### config.mk
export PLATFORM = sky130hd
export DESIGN_NAME = override_ctrl
export DESIGN_NICKNAME = d
export VERILOG_FILES = /design/src/rtl/override_ctrl.sv
export SDC_FILE = /design/constraint.sdc
export NUM_CORES = 1
export LEC_CHECK = 0
export BUFFER_PORTS_ARGS = -buffer_cell sky130_fd_sc_hd__buf_2
export CAP_MARGIN = 20
export CORE_UTILIZATION = 45
export DETAILED_ROUTE_END_ITERATION = 10
export GPL_ROUTABILITY_DRIVEN = 0
export GPL_TIMING_DRIVEN = 1
export HOLD_SLACK_MARGIN = 0.1
export PLACE_DENSITY = 0.73
export SETUP_SLACK_MARGIN = 0.15
export SLEW_MARGIN = 20
export SYNTH_ARGS = -nofsm -noshare
export SYNTH_HDL_FRONTEND = slang
export SYNTH_SLANG_ARGS = --single-unit
### constraint.sdc
create_clock -name clk -period 2.93 [get_ports clk]
set_input_delay 0.1465 -clock clk [delete_from_list [all_inputs] [get_ports clk]]
set_output_delay 0.1465 -clock clk [all_outputs]
set_load 0.02 [all_outputs]
### src/rtl/override_ctrl.sv
// -----------------------------------------------------------------------------
// override_ctrl
//
// Purpose:
//   Forces a value onto a target register for a bounded number of cycles.
//   A request is accepted only when the controller is idle. The forced value
//   is then held for max(req_len, HOLD_MIN) cycles. An early release request
//   is honoured only once HOLD_MIN forced cycles have been served. After the
//   override ends, done pulses for one cycle and the block returns to idle.
//
// Parameters:
//   WIDTH     width of the forced value
//   HOLD_MIN  minimum forced cycles per request (1..255)
//
// Optional feature:
//   OVERRIDE_CTRL_CHECK_EN  when defined, tgt_q is compared against force_val
//                           on every HOLD cycle. A mismatch sets the sticky
//                           err flag, which is cleared only by rst. When not
//                           defined, err is tied to 0.
//
// Ports:
//   clk        in   rising-edge clock
//   rst        in   synchronous active-high reset
//   req_valid  in   force request offered
//   req_ready  out  controller is idle and will accept a request
//   req_val    in   value to force (WIDTH bits)
//   req_len    in   requested hold length in cycles (0 means HOLD_MIN)
//   rel_req    in   early release request
//   tgt_q      in   target register readback (WIDTH bits)
//   force_en   out  override asserted on the target
//   force_val  out  value driven while force_en is high
//   busy       out  controller is not idle
//   done       out  one-cycle pulse when the override is released
//   err        out  sticky readback mismatch flag
// -----------------------------------------------------------------------------
module override_ctrl #(
  parameter int WIDTH    = 8,
  parameter int HOLD_MIN = 4
) (
  input  logic             clk,
  input  logic             rst,
  input  logic             req_valid,
  output logic             req_ready,
  input  logic [WIDTH-1:0] req_val,
  input  logic [7:0]       req_len,
  input  logic             rel_req,
  input  logic [WIDTH-1:0] tgt_q,
  output logic             force_en,
  output logic [WIDTH-1:0] force_val,
  output logic             busy,
  output logic             done,
  output logic             err
);

  localparam logic [7:0] HOLD_MIN_L = 8'(HOLD_MIN);

  typedef enum logic [1:0] {
    IDLE,
    FORCE,
    HOLD,
    RELEASE
  } state_t;

  state_t           r_state;
  state_t           w_state_nxt;
  logic [7:0]       r_cnt;
  logic [7:0]       w_cnt_nxt;
  logic [7:0]       r_elapsed;
  logic [7:0]       w_elapsed_nxt;
  logic [WIDTH-1:0] r_force_val;
  logic [WIDTH-1:0] w_force_val_nxt;
  logic             r_ready;
  logic             r_force_en;
  logic             r_busy;
  logic             r_done;
  logic             w_handshake;
  logic             w_rel_ok;

  // req_ready is registered and high only in IDLE, so a handshake needs
  // no extra state check.
  assign w_handshake = req_valid & r_ready;

  // r_elapsed holds the index of the current forced cycle, starting at 1.
  // An early release is allowed once HOLD_MIN forced cycles are served.
  assign w_rel_ok = rel_req && (r_elapsed >= HOLD_MIN_L);

  // Next-state logic. r_cnt counts the forced cycles still to go,
  // including the current one. When it reaches 1, this is the last
  // forced cycle. FORCE and HOLD share the same countdown, so the total
  // number of force_en cycles equals the value loaded at the handshake.
  // r_elapsed never exceeds 255, because the countdown ends first.
  always_comb begin
    w_state_nxt     = r_state;
    w_cnt_nxt       = r_cnt;
    w_elapsed_nxt   = r_elapsed;
    w_force_val_nxt = r_force_val;
    case (r_state)
      IDLE: begin
        if (w_handshake) begin
          w_force_val_nxt = req_val;
          w_cnt_nxt       = (req_len < HOLD_MIN_L) ? HOLD_MIN_L : req_len;
          w_elapsed_nxt   = 8'd1;
          w_state_nxt     = FORCE;
        end
      end
      FORCE, HOLD: begin
        if ((r_cnt <= 8'd1) || w_rel_ok) begin
          w_state_nxt = RELEASE;
        end else begin
          w_cnt_nxt     = r_cnt - 8'd1;
          w_elapsed_nxt = r_elapsed + 8'd1;
          w_state_nxt   = HOLD;
        end
      end
      RELEASE: begin
        w_state_nxt = IDLE;
      end
      default: begin
        w_state_nxt = IDLE;
      end
    endcase
  end

  // State register. The outputs are registered from the next state, so
  // each output lines up exactly with the state it belongs to. A reset
  // mid-override clears everything at once, so no done pulse is produced.
  always_ff @(posedge clk) begin
    if (rst) begin
      r_state     <= IDLE;
      r_cnt       <= 8'd0;
      r_elapsed   <= 8'd0;
      r_force_val <= '0;
      r_ready     <= 1'b1;
      r_force_en  <= 1'b0;
      r_busy      <= 1'b0;
      r_done      <= 1'b0;
    end else begin
      r_state     <= w_state_nxt;
      r_cnt       <= w_cnt_nxt;
      r_elapsed   <= w_elapsed_nxt;
      r_force_val <= w_force_val_nxt;
      r_ready     <= (w_state_nxt == IDLE);
      r_force_en  <= (w_state_nxt == FORCE) || (w_state_nxt == HOLD);
      r_busy      <= (w_state_nxt != IDLE);
      r_done      <= (w_state_nxt == RELEASE);
    end
  end

`ifdef OVERRIDE_CTRL_CHECK_EN
  logic r_err;

  // Readback check. The FORCE cycle is skipped, because the target may not
  // yet reflect the override. The flag stays set until rst.
  always_ff @(posedge clk) begin
    if (rst) begin
      r_err <= 1'b0;
    end else if ((r_state == HOLD) && (tgt_q != r_force_val)) begin
      r_err <= 1'b1;
    end
  end

  assign err = r_err;
`else
  logic w_unused_tgt;

  // tgt_q has no function in this build. It is folded into a
  // deliberately unused net.
  assign w_unused_tgt = ^tgt_q;
  assign err          = 1'b0;
`endif

  assign req_ready = r_ready;
  assign force_en  = r_force_en;
  assign force_val = r_force_val;
  assign busy      = r_busy;
  assign done      = r_done;

endmodule

==> reports/metrics.yaml, run 1 <==
outcome:
  outcome: "complete, no violations"
pwr:
  p_per_area_nw_per_um2: 973.9
  ir_drop_uv: 473.4
  finalPower_mw: 1.805
  leakagePower_nw: 0.7837
sta:
  tightest_slew_ns: 0.7368
  drv_slew: 0
  min_period_over_period_pct: 79.18
  fin_hold_ws_ns: 0.1979
  rsz0062_at_grt: "false"
  slew-limit-headroom_pct: 50.43
  min_period_ns: 2.320
  fmax_mhz: 431.1
  clock_skew_ns: 0.01025
  setup_viol: 0
  finalSetupTns_ns: 0
  hold_viol: 0
floorplanning:
  die_h_um: 59.81
  core.rowCount: 20
  io_pins: 41
  coreArea_sq_um: 3103
  die_w_um: 59.81
  initial_core_util_pct: 48.47
  die_area_sq_um: 3577
cts:
  cts_buffers: 5
  max-clock-path-buffers: 2
  cts_tree: "done"
  cts.clk_slew.worst_paths_ns: 0.10
  cts.sinks: 30
  cts-htree-levels: 2
  cts.root.buffer_cell: "clkbuf_4"
  post-cts-setup-buffer-count: 0
  clk_latency_ns: 0.34
  cts_resized: 0
  ctsHoldBuffers: 8
run:
  drv_cap: 0
final_layout:
  final_common_cell: "buf_2"
  nets: 257
  syn_to_final_growth_pct: 23.21
  multi_input_area_sq_um: 809.5
  diodes: 0
  seqCellArea_sq_um: 600.6
  layout.cells.non_filler: 265
  layout-drive-gt1-share_pct: 22.62
  layout_common_cells: "buf_2 (31), dfxtp_1 (30), nand2_1 (26)"
  fillers: 281
worst_setup_path:
  crit_path_end: "r_elapsed[5]"
  cp_max_fo: 22
  start_kind: "flop"
  rrSetupSlack_ns: 0.61
  required_ns: 3.21
  cp-startpoint: "r_elapsed[2]"
  cp_data_arrival_time_ns: 2.60
  ff2ff_path_depth: 5
  reg2reg_to: "r_elapsed[5]"
  criticalPathCategory: "flop to flop"
  crit_path_end_kind: "flop"
  r2r_start: "r_elapsed[2]"
placement:
  portBuffers: 31
  dp.cells: 250
  hpwl_mm: 2.109
synth:
  synth_seq_cells: 30
  yosysTopAreaCell: "dfxtp_1"
  synth_warnings: 0
  syn_area_sq_um: 1504
  ys_top_cells_by_area: "dfxtp_1 (40%), a21oi_1 (7.7%), ha_1 (6.7%), nand2_1 (6.5%), o32ai_2 (3.2%)"
  yosysTopAreaCellShare_pct: 39.93
  syn_nets: 216
  syn_area_per_cell_sq_um: 8.355
  synth_cell_types: 39
  seq_area_frac_synth_pct: 39.93
  syn_inst: 180
worst_hold_path:
  hold_class: "input port to flop"
grt:
  grt_use_total_pct: 19.90
  grt_pass1_vias: 1219
  gr-total-overflow: 0
  grt_pass1_wl_mm: 5.244
  grt_max_degree: 27
  grt_antenna_before_repair: 0
routing:
  drt-initial-drc-count: 62
  antenna_left: 0
  drc_errors: 0
  dr.pass1.iters: 4
  wl_mm: 3.145
  wl_per_cell_um: 11.87
  dr_total_vias: 1363
  viasPerCell: 5.143
[worst min-delay path by stage]
stage,slack [ns],depth (start not counted),from,endpoint
6_report,0.20,3,req_len[1],r_cnt[1]
5_1_grt,0.19,3,req_len[4],r_cnt[4]
4_1_cts,0.19,3,req_len[4],r_cnt[4]
3_5_place_dp,0.39,3,req_val[5],force_val[5]
3_3_place_gp,0.39,3,req_val[4],force_val[4]
2_1_floorplan,0.28,2,req_val[0],force_val[0]
[synthesized netlist by cell type]
cell type,number
a2111oi_2,1
a211oi_1,2
a21oi_1,23
a221o_1,1
a22oi_1,1
a311oi_1,1
a31o_1,1
a31o_2,1
and3_1,3
buf_4,1
buf_6,2
clkbuf_1,6
conb_1,1
dfxtp_1,30
ha_1,8
inv_1,11
mux2i_1,1
nand2_1,26
nand2b_1,2
nand3_1,8
nand4_1,1
nor2_1,10
nor2b_1,3
nor3_1,5
nor4_1,3
nor4b_1,1
o2111a_1,1
o21a_1,1
o21ai_0,9
o21ai_1,1
o311a_4,1
o31a_1,1
o31ai_1,1
o32ai_2,3
or2_2,1
or3_1,4
or3_4,1
or4_1,1
xnor2_1,2
[routing by layer]
| metal | routed length (um) | GRT usage (%) | vias to the layer above |
|---|---|---|---|
| met1 | 1521 | 24.77 | 613 |
| met4 | 31 | 7.973 | 0 |
| met5 | 0 | 0 | - |
| met3 | 152 | 7.359 | 4 |
| li1 | - | - | 714 |
| met2 | 1441 | 30.95 | 32 |
[cells by family (layout without fill, tap and decap cells)]
kind of cell	Yosys count	count (layout)	synth area share, %
adder cells (fa/ha/maj)	8	8	6.656
flip-flops	30	30	39.93
buffers and inverters	20	61	6.240
other	1	1	0.2493
AND/OR/NAND/NOR	69	69	22.21
XOR/XNOR	2	2	1.165
multiplexers	1	1	0.6656
AO/OA/AOI/OAI	49	49	22.88
[report_power, final]
group	leakage [nW]	internal, mW	switching [mW]
Clock	0.0443	0.198	0.141
Combinational	0.494	0.348	0.557
Sequential	0.245	0.506	0.0541
[worst max-delay path, stage by stage (launching register included)]
cell and delay, ns:
dfxtp_1 0.36, or4_1 0.54, o311a_4 0.35, or3_4 0.49, or3_1 0.38, a21oi_1 0.14
[layout make-up]
| cell class | count | area share, % |
|---|---|---|
| inverters | 11 | 2.228 |
| multi-input cells | 130 | 43.69 |
| clock buffers | 6 | 2.768 |
| well taps | 44 | 2.971 |
| clock inverters | 1 | 1.621 |
| flip-flops and latches | 30 | 32.41 |
| repair buffers | 43 | 14.31 |
[flip-flops by register name, summed over array words and instances (netlist names)]
name and flops:
force_val 8, r_cnt 8, r_elapsed 8, r_state 2, busy 1, done 1
force_en 1, req_ready 1
[metrics by stage]
| step | setup WS (ns) | utilization [%] | area (sq um) |
|---|---|---|---|
| 6_report | 0.6101 | 59.72 | 1853 |
| 5_1_grt | 0.4454 | 59.72 | 1853 |
| 4_1_cts | 0.6046 | 59.72 | 1853 |
| 3_5_place_dp | 0.6218 | 54.52 | 1692 |
| 3_3_place_gp | 0.6322 | 54.52 | 1692 |
| 2_1_floorplan | 0.7467 | - | 1504 |
(Power assumes the default switching activity.)
==> run 2: changes to the inputs <==
clock period = 2.3 ns   (was 2.93 ns; I/O delays follow)
==> run 2 against run 1 <==
- clock power increased by 23%
- sequential cell count is the same
- clock skew decreased by 0.0013 ns
- total power is 44% higher
- non-clock buffer count increased by 9
- hold slack worse by 0.047 ns
- critical path depth grew 1
- cell area increased by 7.0%
==> reports/metrics.yaml, run 2 (synthesis gave the netlist of run 1 again) <==
routing:
  drc_errors: 0
  wl_per_cell_um: 12.93
  wl_mm: 3.570
  antenna_left: 0
  drt-initial-drc-count: 30
  dr.pass1.iters: 4
  dr_total_vias: 1433
  viasPerCell: 5.192
sta:
  rsz0062_at_grt: "true"
  tightest_slew_ns: 0.7805
  min_period_over_period_pct: 94.71
  fin_hold_ws_ns: 0.1509
  fmax_mhz: 459.1
  min_period_ns: 2.178
  hold_viol: 0
  clock_skew_ns: 0.008988
  finalSetupTns_ns: 0
  drv_slew: 0
  setup_viol: 0
  slew-limit-headroom_pct: 47.49
final_layout:
  layout_common_cells: "buf_2 (31), dfxtp_1 (30), nand2_1 (26)"
  layout.cells.non_filler: 276
  layout-drive-gt1-share_pct: 30.17
  final_common_cell: "buf_2"
  fillers: 282
  nets: 267
  syn_to_final_growth_pct: 31.78
  diodes: 0
  final_util_pct: 63.87
worst_setup_path:
  path_cells: "or4_4 > o311a_4 > or3_4 > buf_4 > a2111oi_4 > a31o_1"
  rrSetupSlack_ns: 0.12
  start_kind: "flop"
  cp_data_arrival_time_ns: 2.46
  cp_max_fo: 6
  crit_path_end_kind: "flop"
  slowest_stage: "or4_4"
  slowest_delay_ns: 0.53
  required_ns: 2.58
  ff2ff_path_depth: 6
  reg2reg_to: "r_cnt[0]"
  criticalPathCategory: "flop to flop"
  r2r_start: "r_elapsed[2]"
pwr:
  p_per_area_nw_per_um2: 1307
  finalPower_mw: 2.590
  ir_drop_uv: 594.7
  leakagePower_nw: 0.8321
cts:
  cts.root.buffer_cell: "clkbuf_4"
  cts.clk_slew.worst_paths_ns: 0.10
  cts-htree-levels: 2
  cts_tree: "done"
  cts.sinks: 30
  clk_latency_ns: 0.34
  max-clock-path-buffers: 2
  cts_buffers: 5
grt:
  grt_pass1_wl_mm: 5.602
  grtUsageMet2_pct: 34.44
  grt_util_met3_pct: 6.494
  busiest_layer: "met2"
  grt_pass1_vias: 1239
  grt_antenna_before_repair: 0
  grt_max_degree: 27
  grt_use_total_pct: 21.48
  grt_use_met1_pct: 26.62
  gr-total-overflow: 0
floorplanning:
  die_h_um: 59.81
  die_area_sq_um: 3577
  core.rowCount: 20
  die_w_um: 59.81
  io_pins: 41
  initial_core_util_pct: 48.47
  coreArea_sq_um: 3103
worst_hold_path:
  hold_class: "input port to flop"
  hp-start: "req_len[4]"
  hold_path_end: "r_cnt[4]"
  hold_depth: 3
placement:
  portBuffers: 31
  hpwl_mm: 2.294
  dp.cells: 258
run:
  drv_cap: 0
outcome:
  outcome: "complete, no violations"
-- run 2: cell count changes in the layout (fill, tap and decap cells not counted), sizes merged --
cell    before  now
clkbuf       6    5
buf         35   44
clkinv       0    2
or3          5    6
-- run 2: where the power goes --
part	switching, mW	leakage, nW	internal (mW)	total (mW)
clock	0.192	0.0450	0.225	0.417
combinational	0.842	0.542	0.626	1.47
sequential	0.0606	0.245	0.644	0.705
-- run 2: repair_timing --
item / 4_1_cts / 5_1_grt
hold buffers: 8 / 0
pin swaps: 1 / 0
hold endpoints to repair: 8 / 0
resized for setup: 2 / 8
buffers inserted: 1 / 0
endpoints found under the setup margin: 9 / 12
gates cloned: 1 / 0
-- run 2: worst max path at each step --
stage	slack [ns]	cells after the start	from	end
global placement	0.09	6	r_elapsed[2]	r_cnt[0]
CTS	0.15	5	r_elapsed[2]	r_elapsed[4]
finish	0.12	6	r_elapsed[2]	r_cnt[0]
floorplan	0.15	7	r_elapsed[2]	r_cnt[4]
global route	0.06	6	r_elapsed[2]	r_cnt[0]
detailed placement	0.08	6	r_elapsed[2]	r_cnt[0]
-- run 2: layer usage --
layer | share of wire, % | up-vias
li1 | - | 739
met4 | 2.6 | 0
met1 | 45 | 632
met5 | 0 | -
met3 | 6.4 | 9
met2 | 46 | 53
-- run 2: critical path: cells and delay by family, from the launching register on --
family | cells | cell delay (ns)
AO/OA/AOI/OAI | 3 | 0.71
buffers and inverters | 1 | 0.18
flip-flops | 1 | 0.32
AND/OR/NAND/NOR | 2 | 0.91
-- run 2: cell type report --
class	instances	area, sq um	area share [%]
repair buffers	52	332.8	16.79
clock buffers	5	37.54	1.894
clock inverters	3	40.04	2.020
well taps	44	55.05	2.778
multi-input cells	131	874.6	44.13
inverters	11	41.29	2.083
flip-flops and latches	30	600.6	30.30
-- run 2: metrics by stage --
step / area (sq um) / worst slack [ns]
after floorplan: 1515 / 0.1523
after global placement: 1763 / 0.08853
after detailed placement: 1763 / 0.08347
after CTS: 1952 / 0.1492
after global routing: 1982 / 0.05966
final: 1982 / 0.1217
